`config.mk`:
```
export PLATFORM = sky130hd
export DESIGN_NAME = fifo_sync_param
export DESIGN_NICKNAME = d
export VERILOG_FILES = /design/src/rtl/fifo_pkg.sv /design/src/rtl/fifo_mem.sv /design/src/rtl/fifo_sync_param.sv
export SDC_FILE = /design/constraint.sdc
export NUM_CORES = 1
export LEC_CHECK = 0
export ABC_AREA = 1
export BUFFER_PORTS_ARGS = -buffer_cell sky130_fd_sc_hd__buf_2
export CAP_MARGIN = 20
export CORE_UTILIZATION = 65
export DETAILED_ROUTE_END_ITERATION = 6
export PLACE_DENSITY_LB_ADDON = 0.12
export REMOVE_ABC_BUFFERS = 1
export SYNTH_ARGS = -nofsm -noshare
export SYNTH_HDL_FRONTEND = slang
export SYNTH_HIERARCHICAL = 1
export SYNTH_SLANG_ARGS = --single-unit
export TNS_END_PERCENT = 20
```
`constraint.sdc`:
```
create_clock -name clk -period 4.1 [get_ports clk]
set_input_delay 0 -clock clk [delete_from_list [all_inputs] [get_ports clk]]
set_output_delay 0 -clock clk [all_outputs]
set_load 0.02 [all_outputs]
```
`src/rtl/fifo_pkg.sv`:
```
// fifo_pkg: shared types and elaboration helpers for the parametrised synchronous FIFO.
//   fifo_mode_e : STD (registered read) or FWFT (first-word-fall-through)
//   cnt_w       : width of an occupancy counter able to hold 0..depth
//   th_ok       : legality of the almost-full / almost-empty thresholds
package fifo_pkg;
  typedef enum logic {STD = 1'b0, FWFT = 1'b1} fifo_mode_e;
  function automatic int cnt_w(input int depth);
    return $clog2(depth + 1);
  endfunction
  function automatic bit th_ok(input int depth, input int af, input int ae);
    return af >= 1 && af <= depth && ae >= 0 && ae <= depth - 1;
  endfunction
endpackage

```
`src/rtl/fifo_mem.sv`:
```
// fifo_mem: DEPTH x WIDTH storage, one synchronous write port, one asynchronous read port.
//   clk          : write clock
//   we/waddr/din : write enable, address, data
//   raddr/dout   : combinational read address and data
module fifo_mem #(
  parameter int WIDTH = 16,
  parameter int DEPTH = 8
) (
  input  logic                     clk,
  input  logic                     we,
  input  logic [$clog2(DEPTH)-1:0] waddr,
  input  logic [WIDTH-1:0]         din,
  input  logic [$clog2(DEPTH)-1:0] raddr,
  output logic [WIDTH-1:0]         dout
);
  logic [WIDTH-1:0] mem [DEPTH];
  always_ff @(posedge clk) begin
    if (we) mem[waddr] <= din;
  end
  assign dout = mem[raddr];
endmodule

```
`src/rtl/fifo_sync_param.sv`:
```
// fifo_sync_param: single-clock FIFO with arbitrary depth, programmable thresholds, count and FWFT mode.
//   clk, rst_n                 : clock, synchronous active-low reset
//   data_in, wr_en, rd_en      : write data, push request, pop request
//   data_out, rd_valid         : read data and its qualifier
//   wr_ack, overflow, underflow: one-cycle-late outcome of the previous request
//   full, empty, almostfull, almostempty, count : occupancy status
module fifo_sync_param
  import fifo_pkg::*;
#(
  parameter int FIFO_WIDTH = 16,
  parameter int FIFO_DEPTH = 8,
  parameter int AF_TH      = FIFO_DEPTH - 1,
  parameter int AE_TH      = 1,
  parameter bit FWFT       = 1'b0
) (
  input  logic                             clk,
  input  logic                             rst_n,
  input  logic [FIFO_WIDTH-1:0]            data_in,
  input  logic                             wr_en,
  input  logic                             rd_en,
  output logic [FIFO_WIDTH-1:0]            data_out,
  output logic                             rd_valid,
  output logic                             wr_ack,
  output logic                             overflow,
  output logic                             underflow,
  output logic                             full,
  output logic                             empty,
  output logic                             almostfull,
  output logic                             almostempty,
  output logic [cnt_w(FIFO_DEPTH)-1:0]     count
);
  localparam int CW = cnt_w(FIFO_DEPTH);
  localparam int PW = $clog2(FIFO_DEPTH);
  localparam fifo_mode_e MODE = FWFT ? fifo_pkg::FWFT : STD;
  if (FIFO_DEPTH < 2 || !th_ok(FIFO_DEPTH, AF_TH, AE_TH)) begin : g_param_chk
    $error("fifo_sync_param: FIFO_DEPTH must be >= 2 and thresholds in range");
  end
  logic [PW-1:0]         wr_ptr_q, wr_ptr_d, rd_ptr_q, rd_ptr_d;
  logic [CW-1:0]         count_q, count_d;
  logic [FIFO_WIDTH-1:0] dout_q, dout_d, mem_rd;
  logic                  rd_valid_q, rd_valid_d, wr_ack_q, wr_ack_d;
  logic                  overflow_q, overflow_d, underflow_q, underflow_d;
  logic                  rd_acc, wr_acc;
  // Depth need not be a power of two, so wrap on an explicit compare.
  function automatic logic [PW-1:0] inc(input logic [PW-1:0] p);
    return p == PW'(FIFO_DEPTH - 1) ? '0 : p + 1'b1;
  endfunction
  always_comb begin
    rd_acc      = rd_en && !empty;
    // A full FIFO still takes a write when the same cycle frees a slot.
    wr_acc      = wr_en && (!full || rd_acc);
    wr_ptr_d    = wr_acc ? inc(wr_ptr_q) : wr_ptr_q;
    rd_ptr_d    = rd_acc ? inc(rd_ptr_q) : rd_ptr_q;
    count_d     = count_q + CW'(wr_acc) - CW'(rd_acc);
    wr_ack_d    = wr_acc;
    overflow_d  = wr_en && !wr_acc;
    underflow_d = rd_en && !rd_acc;
    rd_valid_d  = rd_acc;
    dout_d      = rd_acc ? mem_rd : dout_q;
  end
  always_ff @(posedge clk) begin
    if (!rst_n) begin
      wr_ptr_q    <= '0;
      rd_ptr_q    <= '0;
      count_q     <= '0;
      wr_ack_q    <= 1'b0;
      overflow_q  <= 1'b0;
      underflow_q <= 1'b0;
      rd_valid_q  <= 1'b0;
      dout_q      <= '0;
    end else begin
      wr_ptr_q    <= wr_ptr_d;
      rd_ptr_q    <= rd_ptr_d;
      count_q     <= count_d;
      wr_ack_q    <= wr_ack_d;
      overflow_q  <= overflow_d;
      underflow_q <= underflow_d;
      rd_valid_q  <= rd_valid_d;
      dout_q      <= dout_d;
    end
  end
  // Read port is asynchronous, so a same-address write on a full FIFO still returns the old head.
  fifo_mem #(.WIDTH(FIFO_WIDTH), .DEPTH(FIFO_DEPTH)) u_mem (
    .clk  (clk),
    .we   (wr_acc && rst_n),
    .waddr(wr_ptr_q),
    .din  (data_in),
    .raddr(rd_ptr_q),
    .dout (mem_rd)
  );
  assign full        = count_q == CW'(FIFO_DEPTH);
  assign empty       = count_q == '0;
  assign almostfull  = count_q >= CW'(AF_TH);
  assign almostempty = count_q <= CW'(AE_TH);
  assign count       = count_q;
  assign wr_ack      = wr_ack_q;
  assign overflow    = overflow_q;
  assign underflow   = underflow_q;
  assign data_out    = MODE == STD ? dout_q : mem_rd;
  assign rd_valid    = MODE == STD ? rd_valid_q : !empty;
endmodule

```
==> qor.txt <==
Clock power frac -> 33.3%
worst-case register-to-register setup slack -> 1.78 ns
layer with the highest usage -> met2
number of pins with negative max-slew slack in the final report -> 0
nature of the critical path endpoint -> flip-flop
first-pass GRT wire length -> 23400 um
type of the worst setup path -> flip-flop to flip-flop
Synth Instances -> 732
Setup violations, final -> 0
post-synthesis register bit count -> 158
starting utilization of the core area -> 67.5%
fin crit period -> 2.32 ns
Gates resized, CTS repair -> 0
layout overhead on the synthesized area -> 16.4%
number of maximum-capacitance constraint violations -> 0
post-CTS setup buffers -> 0
Top Ports -> 48
depth of the most critical reg-to-reg path -> 10
sequential element share of the synthesized area -> 63.2%
sw power -> 1.62 mW
number of global-route vias before repair -> 4858
mean instance size in the synthesized netlist -> 9.61 sq um
Skew-Pair Late Insertion Delay -> 0.53 ns
WP data required -> 4.32 ns
count of unique library cells instantiated by Yosys -> 25
Tcrit/Tclk final -> 56.5%
antenna-violating nets left -> 0
Total Routed Length -> 14500 um
count of final hold-check violations -> 0
gr ovfl total -> 0
drt via density -> 5.13
most instantiated flip-flop cell in the synthesis netlist -> sky130_fd_sc_hd__edfxtp_1
layout net count -> 837
critical path cell sequence -> inv_1 -> ha_1 -> nand2_4 -> nand2_8 -> nand2_8 -> nand2_4 -> nor2_1 -> nand2_1 -> nor2_1 -> buf_4
share of final-layout standard cells stronger than drive strength 1 -> 12.3%
Clock H-tree levels -> 4
Final Skew -> 0.0110 ns
worst-case vdd ir drop -> 0.527 mV
fraction of post-synthesis cell area in the top cell type by area -> 54.7%
Internal Pwr Total -> 3.40 mW
most used standard cells in the synthesized netlist -> 226 x sky130_fd_sc_hd__nand2_1, 144 x sky130_fd_sc_hd__inv_1, 128 x sky130_fd_sc_hd__edfxtp_1
count of synthesis-stage warnings from yosys -> 6
element type at the critical path start -> flip-flop
number of CTS-inserted buffers -> 17
startpoint of the worst register-to-register path -> count[2]$_SDFF_PN0_
routability-driven placement congestion ratio -> 0.816
total vias in the final route -> 4897
antenna violations before repair -> 0
met1 layer usage reported by global route -> 34.5%
fmax -> 432 MHz
Final HPWL DP -> 8160 um
M3 GR Usage -> 6.01%
Worst Max-Slew Pin Slew -> 1.08 ns
area of the die -> 11200 sq um
number of sinks on the clock net -> 158
master of the slowest instance on the critical path -> sky130_fd_sc_hd__dfxtp_1
M2 GR Usage -> 48.7%
unrepaired setup endpoints after global routing -> no
worst hold start -> data_in[5]
worst-path fanout max -> 25
Pwr per Cell Area -> 613 nW/um^2
number of synthesized flops with an enable pin -> 128
TritonCTS clock tree -> done
CTS root buffer -> sky130_fd_sc_hd__clkbuf_8
final total negative setup slack -> 0 ns
WL/cell -> 15.2 um
sink of the worst hold path -> u_mem/mem[6][5]$_DFFE_PP_
switching part of the total power -> 32.2%
Hold Path Depth -> 2
first-pass iteration count of the detailed router -> 5
Max clock buf depth -> 2
worst max-slew margin expressed relative to the limit -> 27.8%
largest cells by area after synthesis -> sky130_fd_sc_hd__edfxtp_1 55%, sky130_fd_sc_hd__nand2_1 12%, sky130_fd_sc_hd__dfxtp_1 8.5%
most common cell in the netlist -> sky130_fd_sc_hd__nand2_1
Non-Filler Instances -> 954
global-route usage over all layers -> 28.1%
Synth area leader -> sky130_fd_sc_hd__edfxtp_1
post-route DRC violation count -> 0
ant diodes -> 0
quantity of I/O buffers inserted on ports -> 47
leak pwr -> 3.83 nW
Async SR Flop Fraction -> 0%
status -> complete, no violations
1st-iter DRT viols -> 328
standard-cell row count -> 37
height of the chip -> 106 um
Mapped Area -> 7030 sq um
floorplan core area -> 10400 sq um
CP peak stage delay -> 0.35 ns
Chip Width -> 106 um
clock slew at reported path FFs -> 0.06 ns
Comb pwr share -> 27.5%
pin count of the biggest net entering global routing -> 68
endpoint of the lowest-slack register-to-register path -> u_mem/mem[6][8]$_DFFE_PP_
critical path arrival -> 2.54 ns
path class of the lowest-slack min-delay path -> input port to flip-flop
share of total power in sequential cells -> 39.2%
Placed Cells incl. Taps -> 900
-- layout make-up --
type / count / area, sq um
clock buffers: 21 / 449
flip-flops and latches: 158 / 4450
well taps: 136 / 170
fillers: 689 / 2230
multi-input cells: 399 / 1810
inverters: 146 / 556
repair buffers: 83 / 571
clock inverters: 11 / 189
-- cell families after synthesis --
logic type      Yosys count  share of synthesized area (%)
simple gates            360                           21.4
buf+inv                 175                           11.1
flops                   158                           63.2
compound gates           26                           1.89
fa+ha+maj                12                           2.24
xor+xnor                  1                          0.125
-- state kept, by name (all words and copies together) (netlist names) --
signal / count
wr_ptr_q: 3
wr_ack: 1
rd_valid: 1
underflow: 1
overflow: 1
count: 4
data_out: 16
u_mem/mem: 128
rd_ptr_q: 3
-- routing by layer --
layer | vias up | share of wire [%] | wire, um
met5 | - | 0 | 0
met4 | 0 | 2.1 | 306
met3 | 32 | 7.3 | 1060
met2 | 188 | 50 | 7330
met1 | 2258 | 40 | 5810
li1 | 2419 | - | -
-- power by group through the flow --
| stage | Clock (mW) | Combinational (mW) | Sequential, mW |
|---|---|---|---|
| after floorplan | 0 | 0.770 | 2.15 |
| after global placement | 0 | 1.28 | 1.99 |
| after detailed placement | 0 | 1.33 | 2.00 |
| after CTS | 1.68 | 1.36 | 1.97 |
| after global routing | 1.76 | 1.53 | 1.98 |
| final | 1.67 | 1.38 | 1.97 |
-- stage by stage --
stage | utilization [%] | hold slack, ns | power, mW | setup slack [ns] | cell area [sq um]
floorplan | - | 0.0935 | 2.92 | 1.38 | 6810
global placement | 70.3 | 0.261 | 3.27 | 1.95 | 7320
detailed placement | 70.3 | 0.270 | 3.33 | 1.79 | 7320
CTS | 78.4 | 0.257 | 5.01 | 1.77 | 8170
global route | 78.6 | 0.274 | 5.28 | 1.58 | 8190
finish | 78.6 | 0.274 | 5.02 | 1.78 | 8190
-- critical path: cells and delay by family (launching register included) --
family | cells | cell delay (ns)
and+or+nand+nor | 7 | 1.01
adders and majority gates | 1 | 0.27
buffers and inverters | 2 | 0.38
DFF | 1 | 0.35
-- placed cells by master (no fill, tap or decap), drive strengths merged --
cell type and n:
buf 62, nor2 60, o21ai 19, nand3b 2, ha 11, nand2 230
bufinv 5, dlygate4sd3 21, clkinvlp 2, edfxtp 128, a21o 1, nand3 67
nor3b 1, dfxtp 30, clkinv 4, a21oi 6, fa 1, xor2 1
clkbuf 21, inv 146
-- worst max path at each step --
stage,from,endpoint,slack [ns],depth (start not counted)
2_1_floorplan,rd_ptr_q[0]$_SDFFE_PN0N_,data_out[14]$_SDFFE_PN0N_,1.38,8
3_3_place_gp,count[2]$_SDFF_PN0_,u_mem/mem[7][13]$_DFFE_PP_,1.95,10
3_5_place_dp,count[3]$_SDFF_PN0_,count[2]$_SDFF_PN0_,1.79,12
4_1_cts,count[3]$_SDFF_PN0_,u_mem/mem[6][1]$_DFFE_PP_,1.77,10
5_1_grt,count[2]$_SDFF_PN0_,count[2]$_SDFF_PN0_,1.58,12
6_report,count[2]$_SDFF_PN0_,u_mem/mem[6][8]$_DFFE_PP_,1.78,10
-- timing repair --
item / CTS / global route
hold buffers: 21 / 0
endpoints found under the setup margin: 0 / 0
endpoints found under the hold margin: 155 / 0
Power figures use the tool's default switching activity.
